<file path="src/rtl/countdown_timer_pkg.sv">
// Shared definitions for the countdown timer slice.
// Contents:
//   DIGIT_W           - width of one BCD digit
//   DEFAULT_DIGIT_MAX - borrow reload value for min1/sec1/ms100
//   DEFAULT_SEC10_MAX - borrow reload value for the tens-of-seconds digit
//   state_t           - controller states IDLE/RUN/PAUSE/DONE
//   sat_digit         - clamps a preset digit to its legal maximum
package countdown_timer_pkg;

  localparam int DIGIT_W           = 4;
  localparam int DEFAULT_DIGIT_MAX = 9;
  localparam int DEFAULT_SEC10_MAX = 5;

  typedef enum logic [1:0] {
    ST_IDLE  = 2'd0,
    ST_RUN   = 2'd1,
    ST_PAUSE = 2'd2,
    ST_DONE  = 2'd3
  } state_t;

  // Out-of-range preset digits are stored as the digit maximum so the
  // counter can never hold a non-BCD value.
  function automatic logic [DIGIT_W-1:0] sat_digit(input logic [DIGIT_W-1:0] d,
                                                   input logic [DIGIT_W-1:0] max_val);
    return (d > max_val) ? max_val : d;
  endfunction

endpackage

</file>
<file path="src/rtl/bcd_down_digit.sv">
// One BCD down-counting digit with synchronous load.
// Ports:
//   clk        - system clock
//   clr        - asynchronous active-high reset, clears the digit
//   load       - capture in_load on the next edge (wins over dec_en)
//   in_load    - value to load
//   dec_en     - decrement by one; at zero the digit wraps to MAX
//   q          - current digit value
//   borrow_out - high when this digit wraps (q==0 and dec_en), feeds the
//                next more significant digit's dec_en
module bcd_down_digit
  import countdown_timer_pkg::*;
#(
  parameter int MAX = DEFAULT_DIGIT_MAX
) (
  input  logic               clk,
  input  logic               clr,
  input  logic               load,
  input  logic [DIGIT_W-1:0] in_load,
  input  logic               dec_en,
  output logic [DIGIT_W-1:0] q,
  output logic               borrow_out
);

  localparam logic [DIGIT_W-1:0] MAX_V = DIGIT_W'(MAX);

  // Digit register: load has priority, otherwise decrement with wrap.
  always_ff @(posedge clk or posedge clr) begin
    if (clr) begin
      q <= '0;
    end else if (load) begin
      q <= in_load;
    end else if (dec_en) begin
      q <= (q == '0) ? MAX_V : q - 1'b1;
    end
  end

  assign borrow_out = dec_en && (q == '0);

endmodule

</file>
<file path="src/rtl/countdown_timer.sv">
// BCD countdown timer for the M:SS.d display.
// Ports:
//   clk, clr                     - clock, asynchronous active-high reset
//   tick                         - one-cycle pulse every 100 ms
//   load/start/stop              - synchronous controls, priority load>stop>start>tick
//   in_min1/in_sec10/in_sec1/in_ms100 - preset digits (saturated on load)
//   min1/sec1/sec10/ms100        - current count digits
//   running                      - high in RUN
//   done                         - high in DONE
//   expired                      - one-cycle pulse when the count reaches 0:00.0
// With AUTO_RELOAD=1 the timer stays in RUN after expiry and the next tick
// reloads the stored preset instead of decrementing.
module countdown_timer
  import countdown_timer_pkg::*;
#(
  parameter int AUTO_RELOAD = 0,
  parameter int SEC10_MAX   = DEFAULT_SEC10_MAX,
  parameter int DIGIT_MAX   = DEFAULT_DIGIT_MAX
) (
  input  logic               clk,
  input  logic               clr,
  input  logic               tick,
  input  logic               load,
  input  logic               start,
  input  logic               stop,
  input  logic [DIGIT_W-1:0] in_min1,
  input  logic [DIGIT_W-1:0] in_sec10,
  input  logic [DIGIT_W-1:0] in_sec1,
  input  logic [DIGIT_W-1:0] in_ms100,
  output logic [DIGIT_W-1:0] min1,
  output logic [DIGIT_W-1:0] sec10,
  output logic [DIGIT_W-1:0] sec1,
  output logic [DIGIT_W-1:0] ms100,
  output logic               running,
  output logic               done,
  output logic               expired
);

  localparam logic [DIGIT_W-1:0] DMAX = DIGIT_W'(DIGIT_MAX);
  localparam logic [DIGIT_W-1:0] SMAX = DIGIT_W'(SEC10_MAX);

  state_t state, state_next;

  logic [DIGIT_W-1:0] pre_min1, pre_sec10, pre_sec1, pre_ms100;
  logic [DIGIT_W-1:0] sat_min1, sat_sec10, sat_sec1, sat_ms100;
  logic [DIGIT_W-1:0] ld_min1, ld_sec10, ld_sec1, ld_ms100;

  logic dec_en, reload, expire_next, digit_load;
  logic count_zero, count_one;
  logic ms_borrow, s1_borrow, s10_borrow, min1_borrow_unused;

  assign sat_min1  = sat_digit(in_min1, DMAX);
  assign sat_sec10 = sat_digit(in_sec10, SMAX);
  assign sat_sec1  = sat_digit(in_sec1, DMAX);
  assign sat_ms100 = sat_digit(in_ms100, DMAX);

  assign count_zero = (min1 == '0) && (sec10 == '0) && (sec1 == '0) && (ms100 == '0);
  assign count_one  = (min1 == '0) && (sec10 == '0) && (sec1 == '0) && (ms100 == 4'd1);

  // Preset register, remembered for auto-reload.
  always_ff @(posedge clk or posedge clr) begin
    if (clr) begin
      pre_min1  <= '0;
      pre_sec10 <= '0;
      pre_sec1  <= '0;
      pre_ms100 <= '0;
    end else if (load) begin
      pre_min1  <= sat_min1;
      pre_sec10 <= sat_sec10;
      pre_sec1  <= sat_sec1;
      pre_ms100 <= sat_ms100;
    end
  end

  // State register and the one-cycle expiry pulse.
  always_ff @(posedge clk or posedge clr) begin
    if (clr) begin
      state   <= ST_IDLE;
      expired <= 1'b0;
    end else begin
      state   <= state_next;
      expired <= expire_next;
    end
  end

  // Next-state logic. The if/else chain encodes control priority; a start
  // that does not apply (e.g. in RUN) falls through so a tick still counts.
  // A zero count in RUN only happens after an auto-reload expiry, since
  // start refuses a zero count.
  always_comb begin
    state_next  = state;
    dec_en      = 1'b0;
    reload      = 1'b0;
    expire_next = 1'b0;
    if (load) begin
      state_next = ST_IDLE;
    end else if (stop) begin
      if (state == ST_RUN) state_next = ST_PAUSE;
    end else if (start && (state == ST_IDLE || state == ST_PAUSE)) begin
      if (!count_zero) state_next = ST_RUN;
    end else if (tick && state == ST_RUN) begin
      if (count_zero) begin
        reload = (AUTO_RELOAD != 0);
      end else begin
        dec_en = 1'b1;
        if (count_one) begin
          expire_next = 1'b1;
          if (AUTO_RELOAD == 0) state_next = ST_DONE;
        end
      end
    end
  end

  assign digit_load = load || reload;
  assign ld_min1    = load ? sat_min1  : pre_min1;
  assign ld_sec10   = load ? sat_sec10 : pre_sec10;
  assign ld_sec1    = load ? sat_sec1  : pre_sec1;
  assign ld_ms100   = load ? sat_ms100 : pre_ms100;

  bcd_down_digit #(.MAX(DIGIT_MAX)) u_ms100 (
    .clk(clk), .clr(clr), .load(digit_load), .in_load(ld_ms100),
    .dec_en(dec_en), .q(ms100), .borrow_out(ms_borrow)
  );

  bcd_down_digit #(.MAX(DIGIT_MAX)) u_sec1 (
    .clk(clk), .clr(clr), .load(digit_load), .in_load(ld_sec1),
    .dec_en(ms_borrow), .q(sec1), .borrow_out(s1_borrow)
  );

  bcd_down_digit #(.MAX(SEC10_MAX)) u_sec10 (
    .clk(clk), .clr(clr), .load(digit_load), .in_load(ld_sec10),
    .dec_en(s1_borrow), .q(sec10), .borrow_out(s10_borrow)
  );

  // The minutes borrow never fires: decrement is blocked at 0:00.0.
  bcd_down_digit #(.MAX(DIGIT_MAX)) u_min1 (
    .clk(clk), .clr(clr), .load(digit_load), .in_load(ld_min1),
    .dec_en(s10_borrow), .q(min1), .borrow_out(min1_borrow_unused)
  );

  assign running = (state == ST_RUN);
  assign done    = (state == ST_DONE);

endmodule
</file>
<file path="config.mk">
export PLATFORM = sky130hd
export DESIGN_NAME = countdown_timer
export DESIGN_NICKNAME = d
export VERILOG_FILES = /design/src/rtl/countdown_timer_pkg.sv /design/src/rtl/bcd_down_digit.sv /design/src/rtl/countdown_timer.sv
export SDC_FILE = /design/constraint.sdc
export NUM_CORES = 1
export LEC_CHECK = 0
export BUFFER_PORTS_ARGS = -buffer_cell sky130_fd_sc_hd__clkbuf_2
export CELL_PAD_IN_SITES_DETAIL_PLACEMENT = 0
export CELL_PAD_IN_SITES_GLOBAL_PLACEMENT = 1
export CORE_MARGIN = 2
export CORE_UTILIZATION = 30
export DETAILED_ROUTE_END_ITERATION = 8
export GPL_TIMING_DRIVEN = 0
export MAX_ROUTING_LAYER = met4
export PLACE_DENSITY = 0.8
export SETUP_SLACK_MARGIN = 0.5
export SYNTH_ARGS = -nofsm -noshare
export SYNTH_HDL_FRONTEND = slang
export SYNTH_SLANG_ARGS = --single-unit
</file>
<file path="constraint.sdc">
create_clock -name clk -period 2.54 [get_ports clk]
set_input_delay 0.381 -clock clk [delete_from_list [all_inputs] [get_ports clk]]
set_output_delay 0.381 -clock clk [all_outputs]
set_load 0.1 [all_outputs]
</file>
== Word-level counts from Yosys, hierarchy flattened ==
Cells that the tools add are included.

* Flip-flop bits (word level): 35
* Input port bits: 22
* Word-level logic and storage cells: 86

* $add $sub $neg: 4
* Magnitude comparators: 4
* Equality and inequality tests: 7
* Multiplexer cells: 39
* Reduce and logical (&&, ||, !) cells: 22

{| class="wikitable"
|+ Operators with widths
! operator !! number
|-
| two-way mux 4 bit || 20
|-
| logical NOT 4 bit || 4
|-
| two-way mux 2 bit || 8
|-
| subtractor 4 x 1 -> 4 bit (second input constant) || 4
|-
| > comparator 4 bit (second input constant) || 3
|-
| two-way mux 1 bit || 11
|-
| logical AND 1 bit || 9
|-
| inequality test 4 bit (second input constant) || 2
|-
| nonzero test 2 bit || 4
|-
| nonzero test 4 bit || 2
|-
| AND reduction 5 bit || 1
|-
| == test 2 bit (second input constant) || 2
|-
| == test 4 x 1 -> 1 bit (second input constant) || 1
|-
| > comparator 4 x 3 -> 1 bit (second input constant) || 1
|-
| inequality test 3 x 2 -> 1 bit (second input constant) || 1
|-
| == test 2 x 1 -> 1 bit (second input constant) || 1
|-
| logical NOT 2 bit || 1
|-
| logical OR 1 bit || 1
|}

== Longest topological paths before layout ==
Gate-level depths: netlist (run 1).

* Depth in word-level cells: 14
* Mapped depth: 5
* Mapped depth without buffers: 5

== Hierarchy ==
From an unflattened synthesis (run 1), not the netlist that was laid out.

* Cell total of the unflattened synthesis: 181
* Area, all modules: 1757.9 µm²

{| class="wikitable"
|+ Modules (own cells, without submodules)
! module !! instances !! cells each !! area an instance (µm²) !! seq. area each (µm²)
|-
| countdown_timer || 1 || 90 || 878.3 || 475.5
|-
| bcd_down_digit (u_min1 ...) || 3 || 23 || 226.5 || 100.1
|-
| bcd_down_digit (u_sec10) || 1 || 22 || 200.2 || 100.1
|}

== Least setup slack after synthesis (run 1) ==
OpenSTA, ideal clock, no wires.

* Path type: register to register
* Start point: reg state[0]
* End point: reg u_ms100.q[1]
* Library setup time: 0.120 ns
* Arrival: 2.355 ns
* Data required time: 2.420 ns
* Setup slack: 0.065 ns
* Cell stages (with the launch flop): 5
* Clock period less this slack: 2.475 ns
* Cells stage by stage: dfrtp_1 nor2b_1 and3b_1 nand4_1 and3_1

* Word-level cells in the longest chain between the ends: 7

{| class="wikitable"
|+ Ends and longest elaborated chain
! item !! RTL line !! source
|-
| from (decl) || countdown_timer.sv:42 || <nowiki>state_t state, state_next;</nowiki>
|-
| from (signal assigned) || countdown_timer.sv:81 || <nowiki>state <= state_next;</nowiki>
|-
| == test 2 x 1 -> 1 bit || n/a ||
|-
| named net running || countdown_timer.sv:34 || <nowiki>output logic running,</nowiki>
|-
| logical AND 1 bit || countdown_timer.sv:101 || <nowiki>end else if (tick && state == ST_RUN) begin</nowiki>
|-
| two-way mux 1 bit || countdown_timer.sv:101 ||
|-
| two-way mux 1 bit || countdown_timer.sv:99 || <nowiki>end else if (start && (state == ST_IDLE || state == ST_PAUSE)) begin</nowiki>
|-
| two-way mux 1 bit || countdown_timer.sv:97 || <nowiki>end else if (stop) begin</nowiki>
|-
| two-way mux 1 bit || countdown_timer.sv:95 || <nowiki>if (load) begin</nowiki>
|-
| nonzero test 2 bit (no line) || n/a ||
|-
| to (signal assigned) || bcd_down_digit.sv:32 || <nowiki>q <= in_load;</nowiki>
|-
| to (signal assigned) || bcd_down_digit.sv:34 || <nowiki>q <= (q == '0) ? MAX_V : q - 1'b1;</nowiki>
|-
| to (decl) || bcd_down_digit.sv:21 || <nowiki>output logic [DIGIT_W-1:0] q,</nowiki>
|}

The timed path passes the listed nets, and every way through them passes these cells.
A chain may end at the register's enable or synchronous reset.

== Worst setup path after layout (run 1) ==
* Start point: reg u_sec1.q[3]
* End point: reg u_sec1.q[2]

* Word-level cells in the longest chain between the ends: 10

{| class="wikitable"
|+ Ends and longest elaborated chain
! item !! RTL line !! source
|-
| from (decl) || bcd_down_digit.sv:21 ||
|-
| from (signal assigned) || bcd_down_digit.sv:32 ||
|-
| from (signal assigned) || bcd_down_digit.sv:34 ||
|-
| logical NOT 4 bit * || bcd_down_digit.sv:34, countdown_timer.sv:57 ||
|-
| logical AND 1 bit (2 in a row) || countdown_timer.sv:57 || <nowiki>assign count_zero = (min1 == '0) && (sec10 == '0) && (sec1 == '0) && (ms100 == '0);</nowiki>
|-
| two-way mux 1 bit || countdown_timer.sv:102 || <nowiki>if (count_zero) begin</nowiki>
|-
| two-way mux 1 bit || countdown_timer.sv:101 ||
|-
| two-way mux 1 bit || countdown_timer.sv:99 ||
|-
| two-way mux 1 bit || countdown_timer.sv:97 ||
|-
| two-way mux 1 bit || countdown_timer.sv:95 ||
|-
| logical AND 1 bit || bcd_down_digit.sv:38 || <nowiki>assign borrow_out = dec_en && (q == '0);</nowiki>
|-
| nonzero test 2 bit (no line) || n/a ||
|}

Every way passes the cells marked *; elsewhere a longest branch is shown, timed or not. The select of a mux whose other input is x is not followed.

==> results of run 1 <==
[where the power goes]
group | switching, mW | internal, mW | total (mW) | leakage, nW
registers | 0.0368 | 0.330 | 0.367 | 0.216
logic | 0.229 | 0.0705 | 0.299 | 0.481
clock network | 0.108 | 0.109 | 0.218 | 0.0255
[state kept, by name, summed over array words and instances (netlist names)]
signal and count:
u_sec10.q 4, u_ms100.q 4, expired 1, u_min1.q 4
u_sec1.q 4, state 2
[cells by family after synthesis]
| group | count (synthesis) |
|---|---|
| and+or+nand+nor | 61 |
| AOI/OAI and AO/OA | 35 |
| DFF | 19 |
| buffers and inverters | 9 |
| xor gates and xnor gates | 4 |
| muxes | 3 |
[layout make-up]
class / count / area [sq um]
Clock inverter: 1 / 5.00
Buffer: 4 / 15.0
Sequential cell: 19 / 509
Multi-Input combinational cell: 103 / 678
Inverter: 5 / 18.8
Timing Repair Buffer: 51 / 302
Clock buffer: 3 / 41.3
Tap cell: 48 / 60.1
Fill cell: 387 / 2060
[metrics by stage]
step                      cell area [sq um]  hold WS (ns)  utilization, %  power, mW  worst slack, ns
after floorplan                        1210         0.332               -      0.596            0.381
after global placement                 1480         0.521            40.0      0.658            0.487
after detailed placement               1480         0.537            40.0      0.663            0.487
after CTS                              1570         0.249            42.7      0.884            0.505
after global routing                   1630         0.289            44.2      0.924            0.422
final                                  1630         0.225            44.2      0.884            0.524
[Yosys cell counts (2+ instances only)]
| master | n |
|---|---|
| nor3_1 | 2 |
| a21oi_1 | 5 |
| nor4_2 | 3 |
| o211ai_1 | 4 |
| nand3_1 | 5 |
| nand3b_1 | 4 |
| a211o_1 | 2 |
| nor2b_1 | 2 |
| dfrtp_1 | 19 |
| nand4_1 | 4 |
| clkbuf_1 | 4 |
| nand2_1 | 13 |
| mux2i_1 | 3 |
| and3_1 | 2 |
| nor2_1 | 16 |
| a21boi_0 | 2 |
| inv_1 | 5 |
| o21ai_0 | 11 |
| xor2_1 | 4 |
[how the worst max path moves through the flow]
| stage | cells after the start | slack, ns | to | startpoint |
|---|---|---|---|---|
| 6_report | 10 | 0.52 | u_sec1.q[2]$_DFFE_PP0P_ | u_sec1.q[3]$_DFFE_PP0P_ |
| 5_1_grt | 10 | 0.42 | u_sec1.q[2]$_DFFE_PP0P_ | u_sec1.q[3]$_DFFE_PP0P_ |
| 4_1_cts | 5 | 0.51 | u_ms100.q[1]$_DFFE_PP0P_ | u_sec10.q[2]$_DFFE_PP0P_ |
| 3_5_place_dp | 5 | 0.49 | u_ms100.q[1]$_DFFE_PP0P_ | u_sec1.q[3]$_DFFE_PP0P_ |
| 3_3_place_gp | 5 | 0.49 | u_ms100.q[1]$_DFFE_PP0P_ | u_sec1.q[3]$_DFFE_PP0P_ |
| 2_1_floorplan | 4 | 0.38 | u_ms100.q[1]$_DFFE_PP0P_ | u_ms100.q[3]$_DFFE_PP0P_ |
[cell usage in the layout (no fill, tap or decap), types with 2 or more instances in the layout]
cell	instances
xor2_1	4
o21ai_1	2
mux2i_1	3
dfrtp_4	6
nor2_1	15
a21boi_0	2
o21ai_0	10
o211ai_1	4
nand2_1	13
a211o_1	2
clkbuf_8	3
nand3b_1	4
and3_1	2
dfrtp_2	9
inv_1	5
buf_4	6
buf_6	5
clkbuf_2	40
clkbuf_1	4
nor3_1	2
nor4_4	2
nand3_1	5
dfrtp_1	4
a21oi_1	4
nand4_1	4
[routing by layer]
metal | track usage (%) | part of all wire [%]
met4 | 4.85 | 1.5
met5 | - | 0
met2 | 27.1 | 48
met3 | 3.58 | 4.2
met1 | 21.5 | 46
[repair_timing]
action,in CTS,in global routing
gates resized for setup,0,8
endpoints found under the setup margin,1,7
buffers inserted,7,4
pin swaps,3,9
[worst reg2reg max path, stage by stage, from the launching register on]
cell     delay (ns)
dfrtp_4        0.51
nor4_4         0.34
nand3_2        0.14
buf_6          0.14
buf_6          0.10
buf_6          0.10
buf_6          0.10
buf_6          0.11
and4b_1        0.18
a21oi_2        0.09
o21ai_1        0.08
==> results.tsv, run 1 <==
metric	value	unit
number of max-cap violations	0	
Worst Tran Pin Value	0.760	ns
largest family of logic cells by synthesized area	simple AND/OR/NAND/NOR gates	
placed cells	219	
element type at the critical path start	flop	
largest net degree at the start of global routing	20	
final slew viol count	0	
Arrival @ worst endpoint	2.17	ns
Final GP Congestion	0.825	
Lkg Pwr	0.722	nW
Synth cell types	40	
CTS Hold Bufs	0	
Top FF cell, synth	dfrtp_1	
ys async rst share	100	%
Synth Area in Simple Gates	30.5	%
CTS sink cnt	19	
reg2reg path depth	10	
antenna cells	0	
die outline area	0.00438	sq mm
clk buf depth	2	
worst hold path class	input port to asynchronous set/reset pin	
TritonCTS clock tree	built	
Vias	1238	
relative slew slack	49.3	%
Synth Area in XOR/XNOR	3.02	%
final WL	3380	microns
global-route wire length before repair	5570	microns
Area Growth Syn to Fin	40.3	%
Required @ worst endpoint	2.69	ns
Compound-Gate Fraction of Synth Area	20.0	%
setup_tns	0	ns
H-tree depth	1	
Final setup viols	0	
crit-path most repeated cell	buf_6	
CORE AREA	0.00369	sq mm
Max Clk Rate	0.496	GHz
Die Y-Extent	66.2	microns
DR WL/cell	14.4	microns
Tcrit/Tclk final	79.4	%
total CTS buffers	3	
Root Buffer	clkbuf_8	
drt first pass iters	4	
Post-layout nets	209	
cell taking the most area after synthesis	dfrtp_1	
Syn Nets	153	
final hold violations	0	
crit path max fanout	5	
total of warnings raised by yosys	0	
area fraction of the dominant cell type after synthesis	40.9	%
R2R Path End	u_sec1.q[2]$_DFFE_PP0P_	
clock-pin slew on the worst setup and hold paths	0.08	ns
critical path cell sequence	nor4_4 > nand3_2 > buf_6 > buf_6 > buf_6 > buf_6 > buf_6 > and4b_1 > a21oi_2 > o21ai_1	
count of input and output buffers	40	
#FFs+latches synth	19	
Detailed Place HPWL	2440	microns
kind of cell adding the most delay to the critical path	simple AND/OR/NAND/NOR gates	
DIE WIDTH	66.2	microns
drt via density	5.29	
worst r2r src	u_sec1.q[3]$_DFFE_PP0P_	
Non-Filler Instances	234	
global-route usage over all layers	16.9	%
IO Count	41	
fin crit period	2.02	ns
RSZ-0062 raised after global routing	yes	
top cells by area, synth	dfrtp_1 (41%), nor2_1 (5.2%), o21ai_0 (4.7%), nand2_1 (4.2%), nor4_2 (3.2%)	
Critical Path Max Stage Delay	0.51	ns
Mapped Cells	131	
share of post-route cells with drive strength above 1	43.5	%
reg-to-reg setup timing slack	0.52	ns
post-synthesis sequential area ratio	40.9	%
status	finished, final reports clean	
Initial Util	31.5	%
clk_skew	0.00455	ns
pwr dens	543	mW/mm^2
kind of critical path	flop to flop	
residual DRC count	0	
Max IR drop VDD	0.412	mV
post-synthesis mux area share	2.59	%
Mapped Area	0.00116	sq mm
kind of end point of the critical path	flop	
syn_area_per_cell	8.86	sq um
grt ovf	0	
Synth Area in Adders	0	%
Antenna Nets Post-Route	0	
Rows	22	
initial antenna violation count	0	
DRT iter0 DRCs	113	
CP Buf/Inv Count	5	
vias in the first global route	1197	
Post-synth EDFFs	0	
worst-skew pair later-pin latency	0.26	ns
Crit-path slowest cell	dfrtp_4	
Power figures use the tool's default switching activity.
==> inputs of run 2 (changes only) <==
==> constraint.sdc (replaced) <==
create_clock -name clk -period 1.9 [get_ports clk]
set_input_delay 0.285 -clock clk [delete_from_list [all_inputs] [get_ports clk]]
set_output_delay 0.285 -clock clk [all_outputs]
set_load 0.1 [all_outputs]
==> run 2 against run 1 <==
Compared with the run above:
- largest power group is now combinational logic
- final cell count up 9.0%
- wire length up 14%
- global-route usage up 1.9 points
- highest routed layer unchanged
- the run now ends with negative setup slack left
- count of clock-buffer cells in the layout up 1
==> results.tsv, run 2 (synthesis gave the netlist of run 1 again) <==
metric	value	unit	change
global-route usage over all layers	18.8	%	+1.9 points
worst r2r src	u_ms100.q[3]$_DFFE_PP0P_		
R2R Path End	u_ms100.q[1]$_DFFE_PP0P_		
critical path cell sequence	or3_4 > or4_4 > a211o_1 > and3_1		
CTS Hold Bufs	0		unchanged
drt first pass iters	4		unchanged
Final GP Congestion	0.877		+6.2%
DR WL/cell	15.1	microns	+4.4%
Root Buffer	clkbuf_8		
Worst setup startpoint	u_ms100.q[3]$_DFFE_PP0P_		
antenna cells	0		unchanged
most common cell after layout, fill and taps aside	clkbuf_2		
Vias	1292		+4.4%
CORE AREA	0.00369	sq mm	unchanged
global-route wire length before repair	6090	microns	+9.3%
Cell Int Power	0.787	mW	+54%
DRT iter0 DRCs	53		-53%
relative slew slack	50.4	%	+1.1 points
worst-skew pair later-pin latency	0.26	ns	about the same
TritonCTS clock tree	built		
status	finished with violations		
Antenna Nets Post-Route	0		unchanged
Initial Util	31.5	%	unchanged
placed instance area	0.00150	sq mm	+1.4%
die outline area	0.00438	sq mm	unchanged
Critical Path Max Stage Delay	0.53	ns	+0.02 ns
met3 wire length	218	microns	+54%
worst hold path class	input port to asynchronous set/reset pin		
Psw	0.534	mW	+43%
residual DRC count	0		unchanged
Detailed Place HPWL	2460	microns	+0.70%
drt via density	5.07		-4.2%
sw frac	40.4	%	-1.8 points
DR WL met2	1930	microns	+19%
most frequent cells in the layout	clkbuf_2 (22), buf_6 (20), buf_4 (14)		
final slew viol count	0		unchanged
Rows	22		unchanged
clock-pin slew on the worst setup and hold paths	0.07	ns	about the same
fin area	0.00217	sq mm	+33%
count of input and output buffers	40		unchanged
Final Util	58.7	%	+15 points
met1 WL	1650	microns	+5.9%
final WL	3840	microns	+14%
Crit-path slowest cell	or4_4		
Die Y-Extent	66.2	microns	unchanged
Final setup viols	1		+1
DR top layer	met4		
pwr dens	610	mW/mm^2	+12%
H-tree depth	1		unchanged
Combinational Power Share	41.2	%	+7.4 points
clk_skew	0.00240	ns	-0.00215 ns
Tcrit/Tclk final	105	%	+25 points
Max IR drop VDD	0.370	mV	-10%
Worst Tran Pin Value	0.744	ns	-0.0161 ns
Area Growth Syn to Fin	86.5	%	
clk buf depth	2		unchanged
vias in the first global route	1246		+4.1%
IO Count	41		unchanged
kind of critical path	flop to flop		
Post-layout nets	230		+10%
number of max-cap violations	0		unchanged
grt ovf	0		unchanged
DIE WIDTH	66.2	microns	unchanged
Max Clk Rate	0.503	GHz	+1.4%
Lkg Pwr	0.922	nW	+28%
Arrival @ worst endpoint	2.14	ns	-0.03 ns
Seq pwr share	36.7	%	-4.8 points
total CTS buffers	3		unchanged
crit path max fanout	2		-3
largest net degree at the start of global routing	20		unchanged
Clock power frac	22.0	%	-2.6 points
kind of end point of the critical path	flop		
element type at the critical path start	flop		
reg-to-reg setup timing slack	-0.09	ns	-0.61 ns
RSZ-0062 raised after global routing	yes		
failing checks	negative setup slack		
reg2reg path depth	4		-6
worst setup margin	-0.0877	ns	-0.612 ns
Final Power	1.32	mW	+49%
Required @ worst endpoint	2.05	ns	-0.64 ns
final hold violations	0		unchanged
initial antenna violation count	0		unchanged
dpl ws	-0.188	ns	-0.675 ns
fin crit period	1.99	ns	-0.0279 ns
share of post-route cells with drive strength above 1	58.0	%	+14 points
CTS sink cnt	19		unchanged
-- run 2: power groups by stage --
stage                     clock (mW)  combinational (mW)  sequential, mW
after floorplan                    0               0.108           0.693
after global placement             0               0.385           0.499
after detailed placement           0               0.388           0.502
after CTS                      0.296               0.517           0.486
after global routing           0.317               0.574           0.490
final                          0.291               0.545           0.485
-- run 2: routing by layer --
metal | global-route usage [%] | vias up
li1 | - | 633
met1 | 24.2 | 610
met2 | 31.0 | 44
met3 | 2.90 | 5
met4 | 4.59 | 0
met5 | - | -
-- run 2: repair_timing --
action	in CTS	in global routing
gates resized for setup	62	30
gates cloned	0	0
pin swaps	21	24
setup buffers	23	9
setup endpoints to repair	35	28
-- run 2: area by class of cell --
| cell class | count | area (sq um) |
|---|---|---|
| Fill cell | 328 | 1520 |
| Tap cell | 48 | 60.1 |
| Timing Repair Buffer | 72 | 692 |
| Multi-Input combinational cell | 103 | 817 |
| Inverter | 5 | 18.8 |
| Clock buffer | 4 | 45.0 |
| Buffer | 4 | 15.0 |
| Sequential cell | 19 | 518 |
-- run 2: metrics by stage --
stage / hold WS [ns] / cells / setup TNS [ns]
detailed placement: 0.444 / 219 / -0.268
global placement: 0.424 / 219 / -0.185
floorplan: 0.236 / 131 / -0.281
finish: 0.125 / 255 / -0.0877
global route: 0.206 / 255 / -0.664
CTS: 0.161 / 246 / -0.158
-- run 2: worst max-delay path: cells and delay by family (launching register included) --
kind | cells | cell delay (ns)
AO/OA/AOI/OAI | 1 | 0.29
AND/OR/NAND/NOR | 3 | 1.12
flip-flops | 1 | 0.47
-- run 2: worst max path at each step --
stage	to	cells after the start
2_1_floorplan	u_ms100.q[1]$_DFFE_PP0P_	4
3_3_place_gp	u_ms100.q[1]$_DFFE_PP0P_	5
3_5_place_dp	u_ms100.q[1]$_DFFE_PP0P_	5
4_1_cts	u_ms100.q[1]$_DFFE_PP0P_	4
5_1_grt	u_ms100.q[1]$_DFFE_PP0P_	5
6_report	u_ms100.q[1]$_DFFE_PP0P_	4
